### config.mk
export PLATFORM = sky130hd
export DESIGN_NAME = da_matvec_engine
export DESIGN_NICKNAME = d
export VERILOG_FILES = /design/src/rtl/da_matvec_engine.sv
export SDC_FILE = /design/constraint.sdc
export NUM_CORES = 2
export LEC_CHECK = 0
export CORE_MARGIN = 2
export CORE_UTILIZATION = 35
export CTS_CLUSTER_SIZE = 10
export DETAILED_ROUTE_END_ITERATION = 6
export GPL_ROUTABILITY_DRIVEN = 0
export PLACE_DENSITY = 0.5
export SETUP_SLACK_MARGIN = 0.3
export SLEW_MARGIN = 10
export SYNTH_ARGS = -nofsm -noshare
export SYNTH_HDL_FRONTEND = slang
export SYNTH_SLANG_ARGS = --single-unit
### constraint.sdc
create_clock -name clk -period 23.3 [get_ports clk]
set_input_delay 4.66 -clock clk [delete_from_list [all_inputs] [get_ports clk]]
set_output_delay 4.66 -clock clk [all_outputs]
set_load 0.01 [all_outputs]
### src/rtl/da_matvec_engine.sv
// Bit-serial distributed-arithmetic matrix-vector engine: Y = D*X, one row per XW+1 cycles.
// Build option DA_ROUND_EN: round-half-up ahead of the output slice instead of floor truncation.
module da_matvec_engine #(
  parameter  int N     = 8,
  parameter  int XW    = 8,
  parameter  int CW    = 8,
  parameter  int YW    = 12,
  parameter  int SHIFT = 7,
  localparam int AW    = XW + CW + $clog2(N),
  localparam int AB    = $clog2(N * N),
  localparam int RW    = $clog2(N)
) (
  input  logic              clk,
  input  logic              reset,
  input  logic              coef_we,
  input  logic [AB-1:0]     coef_addr,
  input  logic [CW-1:0]     coef_data,
  input  logic              start,
  input  logic [N*XW-1:0]   x_in,
  output logic              busy,
  output logic              y_valid,
  output logic [RW-1:0]     y_row,
  output logic [YW-1:0]     y_data,
  output logic [N*YW-1:0]   y_all,
  output logic              done
);

  localparam int              BW    = (XW > 1) ? $clog2(XW) : 1;
  localparam logic [BW-1:0]   BTOP  = BW'(XW - 1);
  localparam logic [RW-1:0]   RLAST = RW'(N - 1);
`ifdef DA_ROUND_EN
  localparam logic [AW-1:0]   RND   = AW'((2 ** SHIFT) / 2);
`else
  localparam logic [AW-1:0]   RND   = '0;
`endif

  typedef enum logic [1:0] {IDLE, CALC, EMIT, DONE} state_t;

  state_t          state, state_nx;
  logic [CW-1:0]   coef [N*N];
  logic [N*XW-1:0] xr;
  logic [RW-1:0]   row;
  logic [BW-1:0]   bitc;
  logic [AW-1:0]   acc;
  logic [AW-1:0]   ps;
  logic            accept, calc_en, emit_en, fin_en;
  logic            coef_ok;

  assign coef_ok = (int'(coef_addr) < N * N);

  always_ff @(posedge clk) begin
    if (reset) state <= IDLE;
    else       state <= state_nx;
  end

  always_comb begin
    state_nx = state;
    case (state)
      IDLE:    if (start) state_nx = CALC;
      CALC:    if (bitc == '0) state_nx = EMIT;
      EMIT:    state_nx = (row == RLAST) ? DONE : CALC;
      DONE:    state_nx = IDLE;
      default: state_nx = IDLE;
    endcase
  end

  always_comb begin
    accept  = 1'b0;
    calc_en = 1'b0;
    emit_en = 1'b0;
    fin_en  = 1'b0;
    case (state)
      IDLE:    accept  = start;
      CALC:    calc_en = 1'b1;
      EMIT:    emit_en = 1'b1;
      DONE:    fin_en  = 1'b1;
      default: ;
    endcase
  end

  // Partial sum for the current bit plane: add D[row][c] wherever bit b of x[c] is set.
  always_comb begin
    logic [CW-1:0] cv;
    cv = '0;
    ps = '0;
    for (int unsigned c = 0; c < N; c++) begin
      cv = coef[AB'(int'(row) * N + int'(c))];
      if (xr[int'(c) * XW + int'(bitc)])
        ps = ps + {{(AW-CW){cv[CW-1]}}, cv};
    end
  end

  always_ff @(posedge clk) begin
    if (reset) begin
      coef    <= '{default: '0};
      xr      <= '0;
      row     <= '0;
      bitc    <= '0;
      acc     <= '0;
      busy    <= 1'b0;
      y_valid <= 1'b0;
      y_row   <= '0;
      y_data  <= '0;
      y_all   <= '0;
      done    <= 1'b0;
    end else begin
      y_valid <= 1'b0;
      done    <= 1'b0;
      if (state == IDLE && coef_we && coef_ok)
        coef[coef_addr] <= coef_data;
      if (accept) begin
        xr    <= x_in;
        row   <= '0;
        bitc  <= BTOP;
        busy  <= 1'b1;
        y_all <= '0;
      end
      // MSB plane carries negative weight in two's complement, so it seeds the accumulator negated.
      if (calc_en) begin
        acc  <= (bitc == BTOP) ? -ps : (acc << 1) + ps;
        bitc <= (bitc == '0) ? BTOP : bitc - 1'b1;
      end
      if (emit_en) begin
        y_valid                     <= 1'b1;
        y_row                       <= row;
        y_data                      <= YW'((acc + RND) >> SHIFT);
        y_all[int'(row) * YW +: YW] <= YW'((acc + RND) >> SHIFT);
        if (row != RLAST) row <= row + 1'b1;
      end
      if (fin_en) begin
        done <= 1'b1;
        busy <= 1'b0;
      end
    end
  end

endmodule

== After elaboration in Yosys (flattened, before gate mapping) ==
Index checks and enable logic that the tools add are counted.

* Bits in registers: 717
* Output and inout port bits: 114

* Magnitude comparators: 18
* Add/sub/neg operators: 26
* Equality and inequality tests: 8
* Bitwise logic cells: 9
* Shift operators: 2
* Multipliers: 1
* Mux-type cells: 79
* Reductions and logical operators: 7

{| class="wikitable"
|+ Operators with widths
! operator !! count
|-
| bitwise mux 512 bit || 1
|-
| binary-select mux 8 bit (select 6 bit) || 8
|-
| 2-to-1 mux 96 bit || 3
|-
| 2-to-1 mux 19 bit || 9
|-
| adder 19 bit || 8
|-
| 2-to-1 mux 8 bit || 17
|-
| bitwise mux 96 bit || 1
|-
| variable shift 12 x 33 -> 96 bit (first input constant) || 1
|-
| variable part select 12 x 33 -> 96 bit || 1
|-
| >= comparator 6 x 7 -> 1 bit (second input constant) || 8
|-
| demux 8 bit (select 6 bit) || 1
|-
| NOT 6 bit || 8
|-
| binary-select mux 1 bit (select 6 bit) || 7
|-
| negator 7 -> 33 bit || 1
|-
| adder 6 x 3 -> 7 bit (first input constant) || 4
|-
| < comparator 7 bit (second input constant) || 4
|-
| adder 6 x 3 -> 6 bit (second input constant) || 4
|-
| 2-to-1 mux 1 bit || 21
|-
| negator 19 bit || 1
|-
| 2-to-1 mux 3 bit || 6
|-
| < comparator 6 x 7 -> 1 bit (second input constant) || 2
|-
| adder 5 x 3 -> 6 bit (first input constant) || 2
|-
| adder 6 x 2 -> 6 bit (second input constant) || 2
|-
| one-hot mux 2 bit (4 select lines) || 1
|-
| 23 further kinds || 29
|}

== Depth between registers and ports, before layout ==
* Depth after elaboration: 21
* Depth in mapped cells: 73
* Mapped depth without buffers: 64

== Least setup slack after synthesis ==
No wires, ideal clock.

* Kind: reg2reg
* Start point: reg row[0]
* End point: reg acc[18]
* Stages on the path, launching flop included: 68
* Path buffers: 8
* Data arrival time: 14.252 ns
* Period minus slack after synthesis: 14.321 ns
* Setup slack: 8.979 ns
* Library setup time: 0.070 ns
* Cell sequence: dfxtp_1 buf_2 buf_2 buf_2 buf_2 clkbuf_1 clkbuf_1 buf_1 mux4_2 mux2_2 ha_1 fa_1 a211oi_1 o21a_1 nor2_1 o21ai_0 nand2_1 fa_1 (+32 left out) a21o_1 ha_1 clkbuf_1 inv_1 nor4_1 a41o_1 or3_1 o311ai_1 inv_1 ha_1 and3_1 nand3_1 nor3_1 o2111a_1 a211oi_1 o41ai_1 xor2_1 a21oi_1

* Word-level cells in the longest chain between the ends: 21

{| class="wikitable"
|+ Ends and longest elaborated chain
! element !! line !! RTL
|-
| start: declaration || 42 || <nowiki>logic [RW-1:0] row;</nowiki>
|-
| start signal: assignment || 128 || <nowiki>if (row != RLAST) row <= row + 1'b1;</nowiki>
|-
| adder 6 x 1 -> 6 bit or NOT 6 bit (tied branches) || 87 || <nowiki>cv = coef[AB'(int'(row) * N + int'(c))];</nowiki>
|-
| NOT 6 bit (not written as such) or binary-select mux 8 bit (select 6 bit) (tied branches) || 87 ||
|-
| binary-select mux 8 bit (select 6 bit) or 2-to-1 mux 8 bit (tied branches) || 87 ||
|-
| 2-to-1 mux 8 bit (not written as such) || 87 ||
|-
| 2-to-1 mux 8 bit (not written as such) or 2-to-1 mux 19 bit (tied branches) || 87, 88 ||
|-
| adder 19 bit || 89 || <nowiki>ps = ps + {{(AW-CW){cv[CW-1]}}, cv};</nowiki>
|-
| 2-to-1 mux 19 bit || 88 || <nowiki>if (xr[int'(c) * XW + int'(bitc)])</nowiki>
|-
| adder 19 bit || 89 ||
|-
| (+5 left out) || - ||
|-
| adder 19 bit || 89 ||
|-
| 2-to-1 mux 19 bit || 88 ||
|-
| adder 19 bit || 89 ||
|-
| 2-to-1 mux 19 bit || 88 ||
|-
| adder 19 bit || 89 ||
|-
| 2-to-1 mux 19 bit (*) || 88 ||
|-
| adder 19 bit or negator 19 bit (tied branches) || 120 || <nowiki>acc <= (bitc == BTOP) ? -ps : (acc << 1) + ps;</nowiki>
|-
| 2-to-1 mux 19 bit (*) || 120 ||
|-
| end signal: assignment || 120 ||
|-
| end: declaration || 44 || <nowiki>logic [AW-1:0] acc;</nowiki>
|}

Mark *: on every way between the ends. The rest lies on a longest branch, timed or not. The select of a mux whose other input is x is not followed.
A chain may end at the register's enable or synchronous reset.

== Final worst setup path ==
Same ends and word-level chain as after synthesis.

==> out/qor.csv <==
stage;metric;value;unit
synthesis;Adder-Cell Fraction of Synth Area;0.0504;
synthesis;sequential fraction of the synthesis area;0.356;
clock_tree;CTS H-tree depth;3;
synthesis;Yosys warning count;0;
timing;setup repair after global routing missed its margin;no;
drt;DRT antenna net count;0;
global_routing;total gr overflow;0;
drt;wire per inst;20.9;um
drt;Iter 0 DRT Violations;3293;
finish;most frequent cells in the layout;nand2_1 (792), dfxtp_1 (714), a21oi_1 (608);
critical_path;type of origin of the critical path;register;
finish;commonest non-fill, non-tap cell in the layout;nand2_1;
placement;port bufs;195;
drt;drt total wl;135000;um
floorplanning;die area;0.118;mm2
finish;multi-input logic area;0.0244;mm2
drt;Metal-1 WL;62100;um
critical_path;CP Max Fanout;46;
global_routing;pin count of the biggest net entering global routing;207;
critical_path;CP endpoint kind;register;
timing;Final Skew;0.0525;ns
clock_tree;CTS root buf;clkbuf_16;
drt;Remaining DRCs;0;
timing;f_max;67.4;MHz
clock_tree;cells resized by post-CTS repair;0;
floorplanning;Site Rows;124;
synthesis;Post-Syn Instances;4947;
power;Pwr Density;70.5;mW/mm2
synthesis;Synth Area in XOR/XNOR;0.0228;
finish;share of post-route cells with drive strength above 1;0.0945;
finish;Area growth, synth to finish;14.2;%
synthesis;Compound-Gate Fraction of Synth Area;0.167;
timing;Slew Viols, Final;0;
synthesis;Syn Nets;5185;
placement;Post-Place Cells;6350;
clock_tree;Clock Latency Late Sink;0.69;ns
critical_path;Setup CP Type;reg -> reg;
clock_tree;clock buffer depth;3;
global_routing;Total GRT Usage;0.224;
drt;Max Used Layer;met5;
finish;register area;0.0144;mm2
clock_tree;postcts setup bufs;0;
timing;Hold WS;0.451;ns
timing;max_slew headroom;0.215;
floorplanning;core area;0.114;mm2
synthesis;async set-reset flop share out of synthesis;0;
critical_path;r2r setup slk;8.47;ns
clock_tree;Num Clock Sinks;717;
synthesis;number of synthesized flops with an enable pin;0;
synthesis;Post-Synth Simple-Gate Area;0.219;
critical_path;CP peak stage delay;0.94;ns
drt;met2 WL;63600;um
drt;metal3 WL;6940;um
timing;final setup fails;0;
clock_tree;CTS Buf Count;88;
critical_path;slowest stage cell, crit path;dfxtp_4;
critical_path;Req. time, crit path;23.88;ns
finish;fin nets;5166;
timing;Final Hold Vio Count;0;
synthesis;post-synthesis cell area;0.0403;mm2
synthesis;Cell variety after synth;93;
run;Max Cap Viol;0;
timing;Final Cycle Share;0.637;
status;outcome;completed;
critical_path;most used cell, CP;ha_1;
finish;Post-Layout Cell Count;6485;
placement;HPWL after DPL;88900;um
synthesis;main combinational cell family by area after synthesis;simple AND/OR/NAND/NOR gates;
clock_tree;clk slew on worst S/H paths;0.06;ns
floorplanning;die height;343;um
global_routing;initial antenna violation count;2;
drt;vias per cell;5.58;
clock_tree;CTS Hold Bufs;0;
drt;via count;36182;
hold_path;Hold Path Class;reg -> reg;
timing;worst-margin pin slew;1.17;ns
drt;First-pass DRT Iterations;6;
timing;Final min period;14.83;ns
power;Lkg Pwr;15.9;nW
synthesis;syn_area_per_cell;8.15;um2
timing;Setup TNS Final;0;ns
finish;number of diodes;0;
floorplanning;IO Count;196;
power;Max VDD drop;60.5;uV
clock_tree;CTS tree;done;
global_routing;first-pass GRT wire length;208000;um
synthesis;Seq cells post-synth;717;
global_routing;number of global-route vias before repair;34602;
critical_path;arrival time at the worst endpoint;15.41;ns
synthesis;Synth Flop Type;dfxtp_1;
floorplanning;die width;343;um
floorplanning;Initial Utilization;0.353;
synthesis;post-synthesis mux area share;0.143;
finish;fill count;11583;
-- cell type report --
| class | instances | share of cell area |
|---|---|---|
| multi-input combinational | 3787 | 0.530 |
| sequential | 717 | 0.312 |
| clock buffer | 123 | 0.0535 |
| timing repair buffer | 263 | 0.0532 |
| tap | 1512 | 0.0411 |
| inverter | 71 | 0.00579 |
| clock inverter | 12 | 0.00456 |
-- cells in the mapped netlist (12+ instances only) --
master	instances	area [um2]
nand4_1	14	87.6
nor2b_1	22	138
nor2_1	490	1840
nor3b_1	16	120
a22oi_1	27	203
xnor2_1	61	534
nand2_1	793	2980
a211oi_1	28	210
o21ai_0	109	546
o22ai_1	12	75.1
buf_2	16	80.1
a21oi_1	608	3040
a21o_1	43	323
a31oi_1	105	657
nand2b_1	34	213
mux2i_1	164	1640
mux2_2	77	867
o211ai_1	23	173
o21a_1	34	255
or3_1	18	113
nand3_1	456	2280
inv_1	69	259
ha_1	145	1810
buf_1	55	206
clkbuf_1	298	1120
mux4_2	142	3200
nor3_1	60	300
or2_2	14	87.6
nor4_1	17	106
xor2_1	39	342
and3_1	24	150
and2_1	16	100
o31ai_1	20	150
dfxtp_1	717	14400
-- sequential cells by signal, summed over array words and instances (netlist names) --
| register | cells |
|---|---|
| coef | 512 |
| y_all | 96 |
| xr | 64 |
| acc | 19 |
| y_data | 12 |
| bitc | 3 |
| row | 3 |
| y_row | 3 |
| state | 2 |
| busy | 1 |
| done | 1 |
| y_valid | 1 |
-- where the power goes --
group	switching [mW]	internal [mW]	leakage, nW
registers	0.0209	1.24	5.79
clock network	0.548	0.755	1.29
logic	0.432	0.246	8.85
total	1.00	2.25	15.9
-- metrics by stage --
stage	cell area [um2]	utilization	power, mW	setup WS (ns)
detailed placement	43400	0.379	1.97	8.57
global placement	43400	0.379	1.97	8.75
floorplan	40300	-	1.78	8.98
global route	46100	0.403	3.40	6.83
finish	46100	0.403	3.25	8.47
CTS	46100	0.403	3.28	8.50
-- worst paths after layout --
kind | startpoint | endpoint | cells past startpoint
worst min-delay path | coef[443] | coef[443] | 2
worst min register to register | coef[443] | coef[443] | 2
worst max register to register | row[0] | acc[18] | 59
worst max-delay path | row[0] | acc[18] | 59
-- metal layers --
metal | vias up | GRT usage
met5 | - | 0
met4 | 4 | 0.0519
met3 | 156 | 0.0311
met2 | 870 | 0.367
met1 | 17553 | 0.311
li1 | 17599 | -
-- worst max-delay path, delay by kind of cell, from the launching register on --
family | cells | cell delay, ns
AO/OA/AOI/OAI | 19 | 4.53
XOR/XNOR | 4 | 0.62
adder cells (fa/ha/maj) | 9 | 3.28
buffers and inverters | 2 | 0.91
flip-flops | 1 | 0.94
multiplexers | 4 | 1.22
AND/OR/NAND/NOR | 21 | 3.20
-- cell families after synthesis --
group           Yosys count
simple gates           2010
compound gates         1132
flops                   717
buf+inv                 443
mux                     387
fa+ha+maj               156
xor+xnor                102
Note: power is estimated with default switching activity, not from simulation.
